$ cat src/rtl/bist_pkg.sv
// Shared types and constants for the BIST session sequencer.
// Imported by the controller and its sub-blocks.
package bist_pkg;

    typedef enum logic [2:0] {
        IDLE,
        LOAD,
        RUN,
        END,
        DONE
    } state_t;

    localparam int N_SESSIONS = 4;
    localparam int SESS_W     = 2;

endpackage

$ cat src/rtl/bist_control_if.sv
// Test-access side bundle of the BIST sequencer: start request plus
// select, enable and completion signals toward the LFSR/MISR datapath.
interface bist_control_if;

    logic start;
    logic OUT;
    logic BIST_END;
    logic Poly;
    logic Seed;
    logic FINISH;

    modport master (
        output start,
        input  OUT,
        input  BIST_END,
        input  Poly,
        input  Seed,
        input  FINISH
    );

    modport slave (
        input  start,
        output OUT,
        output BIST_END,
        output Poly,
        output Seed,
        output FINISH
    );

endinterface

$ cat src/rtl/bist_edge_detect.sv
// Rising-edge detector for the start request. Resets the history bit
// high so a level already asserted at reset release is not an edge.
module bist_edge_detect (
    input  logic clk,
    input  logic rst,
    input  logic start,
    output logic rise
);

    logic start_q;

    always_ff @(posedge clk or posedge rst) begin
        if (rst)
            start_q <= 1'b1;
        else
            start_q <= start;
    end

    assign rise = start & ~start_q;

endmodule

$ cat src/rtl/bist_control.sv
// BIST sequencer: four sessions (2 polys x 2 seeds) of N_PATTERNS
// patterns each, with end-of-test pulse and sticky finished flag.
module bist_control
    import bist_pkg::*;
#(
    parameter int N_PATTERNS = 16,
    parameter int CNT_W      = 12
) (
    input  logic           clk,
    input  logic           rst,
    bist_control_if.slave  bus
);

    localparam logic [CNT_W-1:0]  LAST_CNT  = CNT_W'(N_PATTERNS - 1);
    localparam logic [SESS_W-1:0] LAST_SESS = SESS_W'(N_SESSIONS - 1);

    state_t             state, state_n;
    logic [CNT_W-1:0]   cnt, cnt_n;
    logic [SESS_W-1:0]  sess, sess_n;
    logic               start_edge;

    bist_edge_detect u_edge (
        .clk   (clk),
        .rst   (rst),
        .start (bus.start),
        .rise  (start_edge)
    );

    always_ff @(posedge clk or posedge rst) begin
        if (rst) begin
            state <= IDLE;
            cnt   <= '0;
            sess  <= '0;
        end else begin
            state <= state_n;
            cnt   <= cnt_n;
            sess  <= sess_n;
        end
    end

    always_comb begin
        state_n = state;
        cnt_n   = cnt;
        sess_n  = sess;
        unique case (state)
            IDLE: begin
                if (start_edge) begin
                    state_n = LOAD;
                    sess_n  = '0;
                end
            end
            LOAD: begin
                cnt_n   = '0;
                state_n = RUN;
            end
            RUN: begin
                // Counter holds on the last pattern; LOAD clears it.
                if (cnt == LAST_CNT) begin
                    if (sess == LAST_SESS) begin
                        state_n = END;
                    end else begin
                        sess_n  = sess + 1'b1;
                        state_n = LOAD;
                    end
                end else begin
                    cnt_n = cnt + 1'b1;
                end
            end
            END: begin
                state_n = DONE;
            end
            DONE: begin
                if (start_edge) begin
                    state_n = LOAD;
                    sess_n  = '0;
                end
            end
            default: begin
                state_n = IDLE;
            end
        endcase
    end

    // Session index order (0,0),(0,1),(1,0),(1,1) maps onto {Poly,Seed}.
    assign bus.Poly     = sess[1];
    assign bus.Seed     = sess[0];
    assign bus.OUT      = (state == RUN);
    assign bus.BIST_END = (state == END);
    assign bus.FINISH   = (state == DONE);

endmodule

$ cat src/flat_wrapper.sv
// flat-port wrapper written by rule: the top's interface ports become plain ports
module bist_control_flat import bist_pkg::*;
#(
    parameter int N_PATTERNS = 16,
    parameter int CNT_W      = 12
)
  (clk, rst, bus_start, bus_OUT, bus_BIST_END, bus_Poly, bus_Seed, bus_FINISH);
  bist_control_if bus_i ();
  input  logic clk;
  input  logic rst;
  input wire logic [$bits(bus_i.start)-1:0] bus_start;
  output wire logic [$bits(bus_i.OUT)-1:0] bus_OUT;
  output wire logic [$bits(bus_i.BIST_END)-1:0] bus_BIST_END;
  output wire logic [$bits(bus_i.Poly)-1:0] bus_Poly;
  output wire logic [$bits(bus_i.Seed)-1:0] bus_Seed;
  output wire logic [$bits(bus_i.FINISH)-1:0] bus_FINISH;
  assign bus_i.start = bus_start;
  assign bus_OUT = bus_i.OUT;
  assign bus_BIST_END = bus_i.BIST_END;
  assign bus_Poly = bus_i.Poly;
  assign bus_Seed = bus_i.Seed;
  assign bus_FINISH = bus_i.FINISH;
  bist_control #(.N_PATTERNS(N_PATTERNS), .CNT_W(CNT_W)) u_core (.clk(clk), .rst(rst), .bus(bus_i));
endmodule
$ cat config.mk
export PLATFORM = sky130hd
export DESIGN_NAME = bist_control_flat
export DESIGN_NICKNAME = d
export VERILOG_FILES = /design/src/rtl/bist_pkg.sv /design/src/rtl/bist_control_if.sv /design/src/rtl/bist_edge_detect.sv /design/src/rtl/bist_control.sv /design/src/flat_wrapper.sv
export SDC_FILE = /design/constraint.sdc
export NUM_CORES = 1
export LEC_CHECK = 0
export ABC_AREA = 1
export CELL_PAD_IN_SITES_DETAIL_PLACEMENT = 0
export CELL_PAD_IN_SITES_GLOBAL_PLACEMENT = 1
export CORE_ASPECT_RATIO = 0.6
export CORE_MARGIN = 8
export CORE_UTILIZATION = 30
export CTS_CLUSTER_DIAMETER = 120
export CTS_CLUSTER_SIZE = 28
export DETAILED_ROUTE_END_ITERATION = 10
export GPL_TIMING_DRIVEN = 0
export PLACE_DENSITY = 0.64
export SYNTH_ARGS = -nofsm -noshare
export SYNTH_HDL_FRONTEND = slang
export SYNTH_SLANG_ARGS = --single-unit
$ cat constraint.sdc
create_clock -name clk -period 4.2 [get_ports clk]
set_input_delay 1.05 -clock clk [delete_from_list [all_inputs] [get_ports clk]]
set_output_delay 1.05 -clock clk [all_outputs]
set_load 0.005 [all_outputs]
Word-level counts from Yosys, hierarchy flattened
Index checks and enable logic that the tools add are counted.
Word-level totals
  logic and storage cells: 35
  bits in registers: 18
  input bits: 3
Cells by class
  reductions and logical operators: 7
  add/subtract/negate cells: 2
  multiplexer cells: 10
  bitwise gates (word level): 2
  equality and inequality tests: 10
Operators by type and width (number)
  12-bit one-hot mux with 2 select lines: 1
  12-bit by 1-bit adder with 12-bit output (second input constant): 1
  12-bit by 4-bit equality test with 1-bit output (second input constant): 1
  12-bit two-way mux: 1
  3-bit one-hot mux with 4 select lines: 1
  2-bit two-way mux: 4
  3-bit by 2-bit equality test with 1-bit output (second input constant): 2
  3-bit two-way mux: 2
  2-bit by 1-bit != test with 1-bit output (second input constant): 2
  2-bit != test (second input constant): 2
  2-bit one-hot mux with 2 select lines: 1
  2-bit AND reduction: 2
  4-bit AND reduction: 1
  2-bit nonzero test: 2
  3-bit by 1-bit equality test with 1-bit output (second input constant): 1
  3-bit equality test (second input constant): 1
  3-bit zero test: 1
  2-bit by 1-bit adder with 2-bit output (second input constant): 1
  2-bit equality test (second input constant): 1
  2-bit OR reduction: 1
  1-bit AND: 1
  1-bit NOT: 1

Logic depth before layout (Yosys ltp)
Gate-level depths: netlist (run 1).
  depth after elaboration: 4
  depth in mapped cells: 8
  mapped depth without buffers: 8

By module
From an unflattened synthesis (run 1), not the netlist that was laid out.
Unflattened totals
  cells, all modules: 143
  area, all modules: 1053.5 um^2
Modules (own cells, without submodules)
  bist_control: area each 1013.5 um^2, sequential area each 425.4 um^2, cells each 139, times used 1
  bist_edge_detect: area each 40.0 um^2, sequential area each 26.3 um^2, cells each 4, times used 1

Worst setup path after synthesis (run 1)
Ideal clock, no wire load.
  path kind: reg-to-output
  from: register u_core.state[2]
  to: output port bus_OUT
  required time: 3150 ps
  path slack: 2290 ps
  stages on the path, launching flop included: 5
  arrival: 860 ps
  buffers on the path: 1
  cells stage by stage: dfrtp_1 inv_1 nand3_2 inv_2 buf_2
Between the ends
  cells in the longest elaborated chain, start to end: 1
Ends and longest elaborated chain
  start, declared: RTL line bist_control.sv:17  | state_t state, state_n;
  start signal, assigned: RTL line bist_control.sv:35  | state <= state_n;
  3-bit by 2-bit equality test with 1-bit output: RTL line bist_control.sv:87  | assign bus.OUT = (state == RUN);
  end, declared: RTL line flat_wrapper.sv:12  | output wire logic [$bits(bus_i.OUT)-1:0] bus_OUT;
No other way between the ends.

Final worst setup path (run 1)
Ends and elaborated chain as after synthesis.

==> results of run 1 <==
## cell families after synthesis
kind of cell / synth area share [%]
buffers and inverters: 9.228
AO/OA/AOI/OAI: 6.776
XOR/XNOR: 2.454
AND/OR/NAND/NOR: 37.03
flip-flops: 42.17
adder cells (fa/ha/maj): 2.336
## critical path: cells and delay by family (launching register included)
| kind | cells | cell delay, ns |
|---|---|---|
| simple gates | 1 | 0.14 |
| buf+inv | 4 | 1.05 |
| flops | 1 | 0.41 |
## layer usage
layer / up-vias / wire length, um / global-route usage, %
met3: 2 / 153 / 3.237
li1: 492 / - / -
met5: - / 0 / 0
met1: 416 / 1505 / 14.73
met2: 18 / 953 / 12.61
met4: 0 / 12 / 1.796
## where the power goes
group          switching, mW  total, mW  internal, mW
combinational          0.177      0.273        0.0962
sequential            0.0288      0.233         0.204
clock                 0.0578      0.125        0.0674
## cells in the mapped netlist (all sizes together)
cell	count	area (um^2)
a21oi	2	10.01
buf	2	20.01
dfrtp	17	425.4
dfstp	1	26.28
ha	2	25.02
inv	21	78.82
nand2	42	172.7
nand3	21	115.1
nand4	5	31.28
nor2	16	67.56
nor3	2	10.01
o21ai	11	55.05
o21bai	1	7.510
xnor2	1	8.760
xor2	2	17.52
## worst paths after layout
kind,startpoint,to,slack (ns),cells after the start
worst max-delay path,u_core.state[2],bus_OUT,1.29,5
worst min-delay path,u_core.sess[1],u_core.sess[1],0.54,2
worst max register to register,u_core.cnt[0],u_core.cnt[10],2.64,8
worst min register to register,u_core.sess[1],u_core.sess[1],0.54,2
max in group asynchronous,rst,u_core.sess[0],2.50,2
min in group asynchronous,rst,u_core.state[2],1.23,2
## final cells by class
cell class	count	area share (%)
clock buffer	4	3.625
sequential	18	36.35
inverter	21	6.344
tap	45	4.532
multi-input combinational	105	41.89
timing repair buffer	7	5.639
buffer	2	1.611
## registers in the layout, summed over array words and instances (netlist names)
signal	count
u_core.state	3
u_core.cnt	12
u_core.sess	2
u_core.u_edge.start_q	1
## per-stage QoR
step | setup slack [ns] | hold slack (ns) | power, mW
floorplan | 2.290 | 0.4874 | 0.4090
global placement | 1.577 | 0.5002 | 0.4994
detailed placement | 1.580 | 0.5204 | 0.5056
CTS | 1.294 | 0.5395 | 0.6352
global route | 1.211 | 0.5579 | 0.6777
finish | 1.295 | 0.5368 | 0.6312
==> results.cfg, run 1 <==
[status]
outcome = completed

[floorplan]
start_util_pct = 32.04
core_area_mm2 = 0.003343
die_h_um = 62.28
ios = 8
num_rows = 16
fp.dieW_um = 93.14
die_area_mm2 = 0.005800

[sta]
rsz0062_at_grt = false
setup_tns_ns = 0
period_minus_slack_ns = 2.905
final_hold_viol_count = 0
min_period_over_period_pct = 69.17
max_freq_mhz = 344.2
maxSlewViolCount = 0
fin_skew_ns = 0.003146
tightestPinTransition_ns = 0.7460
maxSlewHeadroom_pct = 50.21
finalSetupViolCount = 0

[cells_and_area]
drive_gt1_share_pct = 7.643
final_util_pct = 37.16
layout.cells.non_filler = 202
seq_area_um2 = 451.7
area_growth_pct = 16.00
final_area_mm2 = 0.001242
antennaDiodeCount = 0
mostFrequentLayoutCell = nand2_1
final_cell_mix = nand2_1 (40), inv_1 (20), nand3_1 (19)
filler_cell_count = 340
multi_input_area_um2 = 520.5
fin_nets = 163

[yosys]
yosysSeqAreaShare_pct = 42.17
ys_ff_latch = 18
synthesis.nets = 151
synth_warnings = 0
syn_area_per_cell_um2 = 7.336
synthesis.instances = 146
syn_area_mm2 = 0.001071
synth_cell_types = 21

[cts]
cts_tree = done
cts_hold_buf = 0
post_cts_buffers = 0
ctsLongestPathBuffers = 2
cts_made_buffers = 3
clockRootBuffer = clkbuf_8
clkSinkCount = 18
clk-insertion-delay-late_ns = 0.25
post_cts_resized = 0
h-tree-depth = 1
clk_pin_slew_ns = 0.07

[power_and_ir_drop]
p_per_area_mw_per_mm2 = 508.0
p_leak_nw = 0.5995
ir_drop_mv = 0.2388

[critical_path]
cp_max_fo = 10
cp.arrival_ns = 1.86
required_ns = 3.15
critPathSlowestCell = clkdlybuf4s50_1
path_class = flip-flop to output pin
crit_chain = inv_1 > nand3_2 > inv_2 > buf_2 > clkdlybuf4s50_1
start_kind = flip-flop
worstSetupEndpointType = output pin
critPathMaxStageDelay_ns = 0.55

[grt]
grt_max_degree = 19
antenna_found_initial = 0
grt_pass1_wl_um = 4505
grtUsageTotal_pct = 9.718
grt_pass1_vias = 909
overflow = 0

[drt]
ant_nets = 0
first_pass_iters = 4
drt_iter0_markers = 61
num_vias = 928
drcViolationCount = 0
routed_wl_um = 2625
wl_per_cell_um = 13.00
vias_per_cell = 4.594

[place]
hpwl_um = 1936
place_area_mm2 = 0.001197
port_buffers = 7
dp_cells = 198
globalplace.congestion = 0.7632

[run]
maxCapViolCount = 0

[min_path]
hold_class = flip-flop to flip-flop
Note: power is estimated with default switching activity, not from simulation.
==> run 2, diff against run 1 <==
PLACE_DENSITY = 0.66   (was 0.64)
clock period = 2.39 ns   (was 4.2 ns; I/O delays follow)
==> results.cfg, run 2 (synthesis results as in run 1) <==
[status]
outcome = completed

[drt]
routed_wl_um = 2488
num_vias = 922
wl_per_cell_um = 12.38
drt_iter0_markers = 46
first_pass_iters = 4
drcViolationCount = 0
ant_nets = 0
vias_per_cell = 4.587

[cells_and_area]
drive_gt1_share_pct = 7.692
final_cell_mix = nand2_1 (40), inv_1 (20), nand3_1 (19)
largestRegisters = u_core.cnt: 12 flops, u_core.state: 3 flops, u_core.sess: 2 flops
largest_register_ffs = 12
fin_nets = 162
area_growth_pct = 16.59
antennaDiodeCount = 0
multi_input_area_um2 = 520.5
mostFrequentLayoutCell = nand2_1
top_register = u_core.cnt
final_area_mm2 = 0.001249
seq_area_um2 = 451.7
filler_cell_count = 376

[critical_path]
critPathSlowestCell = clkdlybuf4s50_1
reg2reg_slack_ns = 0.85
cp_max_fo = 13
worstSetupEndpointType = output pin
path_class = flip-flop to output pin
cp_top_family = buffers and inverters
cp.arrival_ns = 1.66
crit_chain = inv_1 > nand3_2 > clkinv_2 > clkdlybuf4s50_1
required_ns = 1.79
critical_path_buf_inv_count = 3
critPathMaxStageDelay_ns = 0.54
start_kind = flip-flop

[place]
port_buffers = 7
hpwl_um = 1857
globalplace.congestion = 0.7883
place_area_mm2 = 0.001197

[grt]
overflow = 0
grt_max_degree = 19
grt_pass1_wl_um = 4388
grtUsageTotal_pct = 9.456
grt_pass1_vias = 869
antenna_found_initial = 0

[sta]
maxSlewViolCount = 0
max_freq_mhz = 442.1
final_hold_viol_count = 0
fin_skew_ns = 0.004767
min_period_over_period_pct = 94.65
period_minus_slack_ns = 2.262
rsz0062_at_grt = false
finalSetupViolCount = 0
setup_tns_ns = 0
maxSlewHeadroom_pct = 51.20
tightestPinTransition_ns = 0.7312

[power_and_ir_drop]
p_per_area_mw_per_mm2 = 897.1
p_leak_nw = 0.5997
ir_drop_mv = 0.3775
finalPower_mw = 1.120

[cts]
cts_made_buffers = 3
ctsLongestPathBuffers = 2
clockRootBuffer = clkbuf_8
clkSinkCount = 18
cts_tree = done
h-tree-depth = 1
post_cts_buffers = 0
clk-insertion-delay-late_ns = 0.26
clk_pin_slew_ns = 0.07
cts_hold_buf = 0

[min_path]
hold_class = flip-flop to flip-flop

[floorplan]
die_h_um = 62.28
die_area_mm2 = 0.005800
ios = 8
start_util_pct = 32.04
core_area_mm2 = 0.003343
num_rows = 16
fp.dieW_um = 93.14

[run]
maxCapViolCount = 0
[run 2: layer usage]
metal,vias up,share of wire [%],track usage (%)
met5,-,0,0
met4,0,1.2,2.994
met3,5,4.2,3.118
met2,10,38,12.43
met1,419,57,13.77
li1,488,-,-
[run 2: final timing paths]
kind,start,endpoint,cells after the start
max in group asynchronous,rst,u_core.state[0],2
min in group asynchronous,rst,u_core.cnt[3],2
worst max register to register,u_core.cnt[0],u_core.cnt[10],8
worst min-delay path,u_core.sess[1],u_core.sess[1],2
worst max-delay path,u_core.state[2],bus_OUT,4
worst min register to register,u_core.sess[1],u_core.sess[1],2
[run 2: report_power, final]
group | internal (mW) | switching [mW]
Clock | 0.147 | 0.108
Combinational | 0.163 | 0.296
Sequential | 0.358 | 0.0495
Total | 0.667 | 0.453
[run 2: tightest hold or removal path: stages, from the launching register on]
cell and delay [ns]:
dfrtp_1 0.37, nand2_1 0.06, nand2_1 0.05
[run 2: stage by stage]
| stage | worst slack [ns] | hold WS, ns | cells | util (%) |
|---|---|---|---|---|
| 6_report | 0.1278 | 0.5166 | 201 | 37.35 |
| 3_3_place_gp | 0.2166 | 0.4961 | 198 | 35.82 |
| 5_1_grt | 0.02628 | 0.5462 | 201 | 37.35 |
| 2_1_floorplan | 0.9321 | 0.4874 | 146 | - |
| 3_5_place_dp | 0.2169 | 0.5059 | 198 | 35.82 |
| 4_1_cts | 0.02951 | 0.5227 | 201 | 37.31 |
[run 2: area by class of cell]
class                      instances  area share, %
inverter                          21          6.413
timing repair buffer               7          5.611
buffer                             1          1.202
sequential                        18          36.17
multi-input combinational        105          41.68
tap                               45          4.509
clock buffer                       4          4.409
[run 2: what timing repair did]
| action | 4_1_cts | 5_1_grt |
|---|---|---|
| endpoints found under the setup margin | 1 | 1 |
| hold endpoints to repair | 0 | 0 |
| resized for setup | 0 | 1 |
